[config.mk]
export PLATFORM = sky130hd
export DESIGN_NAME = uart_tx_scheduler_flat
export DESIGN_NICKNAME = d
export VERILOG_FILES = /design/src/rtl/uart_tx_scheduler_if.sv /design/src/rtl/uart_tx_scheduler.sv /design/src/flat_wrapper.sv
export SDC_FILE = /design/constraint.sdc
export NUM_CORES = 1
export LEC_CHECK = 0
export BUFFER_PORTS_ARGS = -buffer_cell sky130_fd_sc_hd__buf_2
export CAP_MARGIN = 20
export CORE_ASPECT_RATIO = 0.8
export CORE_UTILIZATION = 40
export CTS_CLUSTER_SIZE = 12
export DETAILED_ROUTE_END_ITERATION = 8
export PLACE_DENSITY = 0.59
export SYNTH_ARGS = -nofsm -noshare
export SYNTH_HDL_FRONTEND = slang
export SYNTH_SLANG_ARGS = --single-unit
export TNS_END_PERCENT = 50
[constraint.sdc]
create_clock -name clk -period 2.5 [get_ports clk]
set_input_delay 0.625 -clock clk [delete_from_list [all_inputs] [get_ports clk]]
set_output_delay 0.625 -clock clk [all_outputs]
set_load 0.03 [all_outputs]
[src/rtl/uart_tx_scheduler_if.sv]
// Byte-producer / UART-tx handshake bundle for uart_tx_scheduler.
// master = producers plus UART model side, slave = the scheduler itself.
interface uart_tx_scheduler_if;
  logic       a_valid;
  logic [7:0] a_data;
  logic       a_full;
  logic       b_valid;
  logic [7:0] b_data;
  logic       b_full;
  logic [1:0] drop;
  logic [7:0] tx_data;
  logic       tx_start;
  logic       tx_busy;
  logic [1:0] grant;

  modport master (
    output a_valid, a_data, b_valid, b_data, tx_busy,
    input  a_full, b_full, drop, tx_data, tx_start, grant
  );

  modport slave (
    input  a_valid, a_data, b_valid, b_data, tx_busy,
    output a_full, b_full, drop, tx_data, tx_start, grant
  );
endinterface

[src/rtl/uart_tx_scheduler.sv]
// Round-robin sharing of one UART transmitter between two byte FIFOs (A, B).
// Optional UART_TX_SCHED_STATS_EN adds saturating sent_a/sent_b/lost counters.
module uart_tx_scheduler #(
  parameter int DEPTH        = 4,
  parameter int BUSY_TIMEOUT = 16
) (
  input  logic               clk,
  input  logic               rst_n,
  uart_tx_scheduler_if.slave bus
`ifdef UART_TX_SCHED_STATS_EN
  ,
  output logic [15:0]        sent_a,
  output logic [15:0]        sent_b,
  output logic [7:0]         lost
`endif
);

  localparam int AW = $clog2(DEPTH);
  localparam int CW = AW + 1;
  localparam logic [7:0] TIMEOUT_LAST = 8'(BUSY_TIMEOUT - 1);

  typedef enum logic [1:0] {IDLE, START, WAIT_BUSY, WAIT_DONE} state_t;

  state_t          state;
  logic [7:0]      timer;
  logic            rr_b;       // source favoured on contention: 0 = A, 1 = B
  logic [1:0]      push_req;
  logic [1:0]      push_ok;
  logic [1:0]      pop;
  logic [1:0]      full;
  logic [1:0]      nonempty;
  logic [1:0][7:0] push_data;
  logic [1:0][7:0] head;
  logic            pick_any;
  logic            pick_b;

  assign push_req  = {bus.b_valid, bus.a_valid};
  assign push_data = {bus.b_data, bus.a_data};

  // NOTE: every always_comb output gets a default first so no path leaves it unassigned (no latch).
  always_comb begin
    pick_b = 1'b0;
    case (nonempty)
      2'b10:   pick_b = 1'b1;
      2'b11:   pick_b = rr_b;
      default: pick_b = 1'b0;
    endcase
  end

  assign pick_any = |nonempty;
  assign pop      = (state == IDLE && pick_any) ? (pick_b ? 2'b10 : 2'b01) : 2'b00;

  for (genvar i = 0; i < 2; i++) begin : g_fifo
    logic [7:0]    mem [DEPTH];
    logic [AW-1:0] wr_ptr;
    logic [AW-1:0] rd_ptr;
    logic [CW-1:0] count;

    assign full[i]     = (count == CW'(DEPTH));
    assign nonempty[i] = (count != '0);
    // A pop in the same cycle frees the slot, so a push into a full FIFO still lands.
    assign push_ok[i]  = push_req[i] && (!full[i] || pop[i]);
    assign head[i]     = mem[rd_ptr];

    // NOTE: storage is not reset; count and pointers alone define which entries are valid.
    always_ff @(posedge clk) begin
      if (push_ok[i]) mem[wr_ptr] <= push_data[i];
    end

    always_ff @(posedge clk or negedge rst_n) begin
      if (!rst_n) begin
        wr_ptr <= '0;
        rd_ptr <= '0;
        count  <= '0;
      end else begin
        if (push_ok[i]) wr_ptr <= wr_ptr + 1'b1;
        if (pop[i])     rd_ptr <= rd_ptr + 1'b1;
        count <= count + CW'(push_ok[i]) - CW'(pop[i]);
      end
    end
  end

  assign bus.a_full = full[0];
  assign bus.b_full = full[1];
  assign bus.drop   = push_req & full & ~pop;

  // NOTE: state and registered outputs use non-blocking assignments only.
  always_ff @(posedge clk or negedge rst_n) begin
    if (!rst_n) begin
      state        <= IDLE;
      timer        <= '0;
      rr_b         <= 1'b0;
      bus.tx_data  <= '0;
      bus.tx_start <= 1'b0;
      bus.grant    <= 2'b00;
    end else begin
      case (state)
        IDLE: begin
          if (pick_any) begin
            bus.tx_data  <= head[pick_b];
            bus.grant    <= pick_b ? 2'b10 : 2'b01;
            bus.tx_start <= 1'b1;
            rr_b         <= ~pick_b;
            state        <= START;
          end
        end
        START: begin
          // tx_busy is deliberately not looked at here.
          bus.tx_start <= 1'b0;
          timer        <= '0;
          state        <= WAIT_BUSY;
        end
        WAIT_BUSY: begin
          if (bus.tx_busy) begin
            state <= WAIT_DONE;
          end else if (timer == TIMEOUT_LAST) begin
            bus.grant <= 2'b00;
            state     <= IDLE;
          end else begin
            timer <= timer + 8'd1;
          end
        end
        WAIT_DONE: begin
          if (!bus.tx_busy) begin
            bus.grant <= 2'b00;
            state     <= IDLE;
          end
        end
        default: state <= IDLE;
      endcase
    end
  end

`ifdef UART_TX_SCHED_STATS_EN
  logic tx_done;
  logic tx_lost;

  assign tx_done = (state == WAIT_DONE) && !bus.tx_busy;
  assign tx_lost = (state == WAIT_BUSY) && !bus.tx_busy && (timer == TIMEOUT_LAST);

  always_ff @(posedge clk or negedge rst_n) begin
    if (!rst_n) begin
      sent_a <= '0;
      sent_b <= '0;
      lost   <= '0;
    end else begin
      if (tx_done && bus.grant[0] && sent_a != 16'hffff) sent_a <= sent_a + 16'd1;
      if (tx_done && bus.grant[1] && sent_b != 16'hffff) sent_b <= sent_b + 16'd1;
      if (tx_lost && lost != 8'hff)                      lost   <= lost + 8'd1;
    end
  end
`endif

endmodule

[src/flat_wrapper.sv]
// flat-port wrapper written by rule: the top's interface ports become plain ports
module uart_tx_scheduler_flat 
#(
  parameter int DEPTH        = 4,
  parameter int BUSY_TIMEOUT = 16
)
  (clk, rst_n, bus_a_valid, bus_a_data, bus_b_valid, bus_b_data, bus_tx_busy, bus_a_full, bus_b_full, bus_drop, bus_tx_data, bus_tx_start, bus_grant);
  uart_tx_scheduler_if bus_i ();
  input  logic clk;
  input  logic rst_n;
  input wire logic [$bits(bus_i.a_valid)-1:0] bus_a_valid;
  input wire logic [$bits(bus_i.a_data)-1:0] bus_a_data;
  input wire logic [$bits(bus_i.b_valid)-1:0] bus_b_valid;
  input wire logic [$bits(bus_i.b_data)-1:0] bus_b_data;
  input wire logic [$bits(bus_i.tx_busy)-1:0] bus_tx_busy;
  output wire logic [$bits(bus_i.a_full)-1:0] bus_a_full;
  output wire logic [$bits(bus_i.b_full)-1:0] bus_b_full;
  output wire logic [$bits(bus_i.drop)-1:0] bus_drop;
  output wire logic [$bits(bus_i.tx_data)-1:0] bus_tx_data;
  output wire logic [$bits(bus_i.tx_start)-1:0] bus_tx_start;
  output wire logic [$bits(bus_i.grant)-1:0] bus_grant;
  assign bus_i.a_valid = bus_a_valid;
  assign bus_i.a_data = bus_a_data;
  assign bus_i.b_valid = bus_b_valid;
  assign bus_i.b_data = bus_b_data;
  assign bus_i.tx_busy = bus_tx_busy;
  assign bus_a_full = bus_i.a_full;
  assign bus_b_full = bus_i.b_full;
  assign bus_drop = bus_i.drop;
  assign bus_tx_data = bus_i.tx_data;
  assign bus_tx_start = bus_i.tx_start;
  assign bus_grant = bus_i.grant;
  uart_tx_scheduler #(.DEPTH(DEPTH), .BUSY_TIMEOUT(BUSY_TIMEOUT)) u_core (.clk(clk), .rst_n(rst_n), .bus(bus_i));
endmodule
==> flow_summary_export.csv <==
group,metric,value,unit
setup_path,r2r_cells,11,
setup_path,crit_path_end,"u_core.g_fifo[0].count[2]",
sta,post-route-min-period,2.59,ns
clock_tree,root_buffer,"clkbuf_16",
floorplan,rows,33,
synthesis,syn-num-nets,304,
clock_tree,cts_buffers,9,
setup_path,cp_max_fo,2,
sta,worst_slew_pin_slew,0.802,ns
layout,layout.cells.non_filler,475,
place,placed_cells,453,
routing,routedWlPerCell,15.9,um
clock_tree,htreeDepth,3,
place,place_congestion,0.755,
sta,clock_skew,0.00694,ns
min_path,hp-class,"in2async",
setup_path,ff2ff_setup_slack,-0.09,ns
layout,layout_commonest_cell,"edfxtp_1",
pwr,leakage,2.02,nW
synthesis,ys_async_sr_fraction,36.0,%
layout,n_antenna_cell,0,
layout,layout_common_cells,"edfxtp_1 (64), dfrtp_1 (36), buf_2 (33)",
global_routing,grt.total_usage,15.1,%
routing,drc,0,
routing,via_per_inst,4.86,
synthesis,ys_warn_count,0,
setup_path,reg2reg_to,"u_core.g_fifo[0].count[2]",
setup_path,path_class,"reg2reg",
floorplan,ioPinCount,36,
pwr,ir_worst_vdd,0.514,mV
clock_tree,cts_sinks,100,
sta,fmax,0.386,GHz
sta,hold_ws,0.382,ns
synthesis,synth_cell_type_count,43,
run_status,outcome,"finished, violations left",
synthesis,synth-edff-count,64,
sta,fin_ws,-0.0891,ns
clock_tree,cts_buffer_depth,2,
job,cap_violations,0,
sta,finalCritPeriodShare,104,%
routing,vias,2310,
layout,multiInputGateArea,1340,sq um
clock_tree,path_clk_slew,0.06,ns
routing,postRouteAntennaNets,0,
layout,area_growth,19.9,%
global_routing,grt_pass1_wl,11900,um
setup_path,end_kind,"register",
setup_path,crit_required,2.72,ns
setup_path,crit_path_frequent_cell,"inv_2",
clock_tree,cts_hold_buffers,0,
layout,fin_nets,365,
floorplan,start_util,41.1,%
synthesis,synth-main-ff-cell,"edfxtp_1",
synthesis,syn_inst,269,
setup_path,worstPathArrival,2.80,ns
layout,fill_cells,923,
routing,drt_iter0_markers,136,
floorplan,core_area,10200,sq um
synthesis,synth_seq_cells,100,
routing,routed_wl,7550,um
sta,maxSlewViolCount,0,
setup_path,rr_startpoint,"u_core.g_fifo[1].count[2]",
global_routing,grt_max_degree,37,
run_status,violations,"negative setup slack",
clock_tree,clk_latency,0.33,ns
synthesis,syn-mean-instance-area,15.6,sq um
layout,register_area,2820,sq um
synthesis,synth_area,4210,sq um
setup_path,crit_slowest_cell,"a2111oi_4",
clock_tree,cts_tree,"done",
floorplan,dieHeight,93.8,um
sta,slew_headroom,46.6,%
sta,rsz0062_at_grt,"yes",
floorplan,die_w,117,um
place,dp_hpwl,5300,um
setup_path,crit_chain,"or3_4 -> a2111oi_4 -> o21a_4 -> inv_2 -> ha_4 -> inv_2 -> ha_4 -> inv_2 -> fa_2 -> xnor2_2 -> xnor2_1",
global_routing,antenna_found_initial,0,
global_routing,grt-ovfl-total,0,
floorplan,die_area,10900,sq um
sta,hold_viol,0,
sta,setup_viol,2,
routing,dr.pass1.iters,4,
setup_path,start_kind,"register",
setup_path,startpoint,"u_core.g_fifo[1].count[2]",
pwr,power.density,1190,nW/um^2
synthesis,yosysSeqAreaShare,67.1,%
place,io_buffers,35,
layout,drive_gt1_share,31.6,%
global_routing,grt_pass1_vias,2224,
setup_path,critPathMaxStageDelay,0.42,ns
logic make-up after synthesis:
family / share of synthesized area (%)
flip-flops: 67.1
AND/OR/NAND/NOR: 7.67
AO/OA/AOI/OAI: 6.21
buffers and inverters: 2.29
multiplexers: 9.33
XOR/XNOR: 2.91
adder cells (fa/ha/maj): 4.52
cells in the mapped netlist (2+ instances only):
cell type,count,area share (%)
mux4_2,16,8.6
buf_2,2,0.24
fa_1,2,0.95
nand2_1,27,2.4
a22oi_1,8,1.4
o21ai_0,4,0.48
o22ai_1,3,0.45
dfrtp_1,36,21
and2_1,10,1.5
buf_1,2,0.18
xnor2_1,9,1.9
nand3_1,3,0.36
and3_1,4,0.59
nor3_1,2,0.24
nor3b_1,2,0.36
edfxtp_1,64,46
o211ai_1,2,0.36
clkbuf_1,4,0.36
xor2_1,5,1.0
nor4_1,3,0.45
a21oi_1,6,0.71
ha_1,12,3.6
nor2_1,9,0.80
inv_1,15,1.3
area by class of cell:
class / instances / share of cell area [%]
flip-flops and latches: 100 / 55.9
multi-input cells: 145 / 26.6
repair buffers: 59 / 7.21
clock buffers: 12 / 4.68
well taps: 140 / 3.47
inverters: 15 / 1.12
clock inverters: 4 / 1.02
critical path: cells and delay by family (launching register included):
| family | cells | cell delay, ns |
|---|---|---|
| adder cells (fa/ha/maj) | 3 | 0.68 |
| XOR/XNOR | 2 | 0.27 |
| AO/OA/AOI/OAI | 2 | 0.61 |
| AND/OR/NAND/NOR | 1 | 0.40 |
| buffers and inverters | 3 | 0.13 |
| flip-flops | 1 | 0.38 |
through the flow:
stage	util [%]	setup slack (ns)	TNS (ns)	instance area, sq um	total power [mW]
CTS	48.6	-0.0778	-0.151	4970	5.97
detailed placement	45.5	-0.104	-0.135	4660	4.59
finish	49.3	-0.0891	-0.138	5050	5.98
global placement	45.5	-0.0701	-0.0748	4660	4.54
floorplan	-	-0.130	-0.254	4210	3.91
global route	49.3	-0.169	-0.401	5050	6.35
worst min-delay path by stage:
stage / start / endpoint / slack, ns
final: rst_n / u_core.bus.grant[1] / 0.38
after global routing: rst_n / u_core.bus.tx_start / 0.45
after CTS: rst_n / u_core.bus.tx_data[0] / 0.41
after detailed placement: u_core.bus.tx_data[5] / u_core.bus.tx_data[5] / 0.49
after global placement: u_core.bus.tx_data[1] / u_core.bus.tx_data[1] / 0.48
after floorplan: rst_n / u_core.bus.grant[0] / 0.33
routing by layer:
metal / vias up / track usage, % / part of all wire, %
li1: 1120 / - / -
met1: 1144 / 20.6 / 47
met2: 39 / 23.6 / 48
met3: 7 / 4.13 / 3.6
met4: 0 / 4.75 / 0.83
met5: - / 0 / 0
flip-flops by register name, indices dropped and copies added (netlist names):
register              cells
u_core.bus.grant          2
u_core.bus.tx_data        8
u_core.bus.tx_start       1
u_core.g_fifo.count       6
u_core.g_fifo.mem        64
u_core.g_fifo.rd_ptr      4
u_core.g_fifo.wr_ptr      4
u_core.rr_b               1
u_core.state              2
u_core.timer              8
power breakdown:
part           switching [mW]  leakage (nW)  internal (mW)
registers               0.328          1.03           2.25
clock network           0.560         0.137          0.779
logic                    1.09         0.848          0.972
repair_timing:
action | in CTS | in global routing
resized for setup | 2 | 13
setup endpoints to repair | 4 | 5
pin swaps | 0 | 11
setup buffers | 3 | 3
Note: power is estimated with default switching activity, not from simulation.
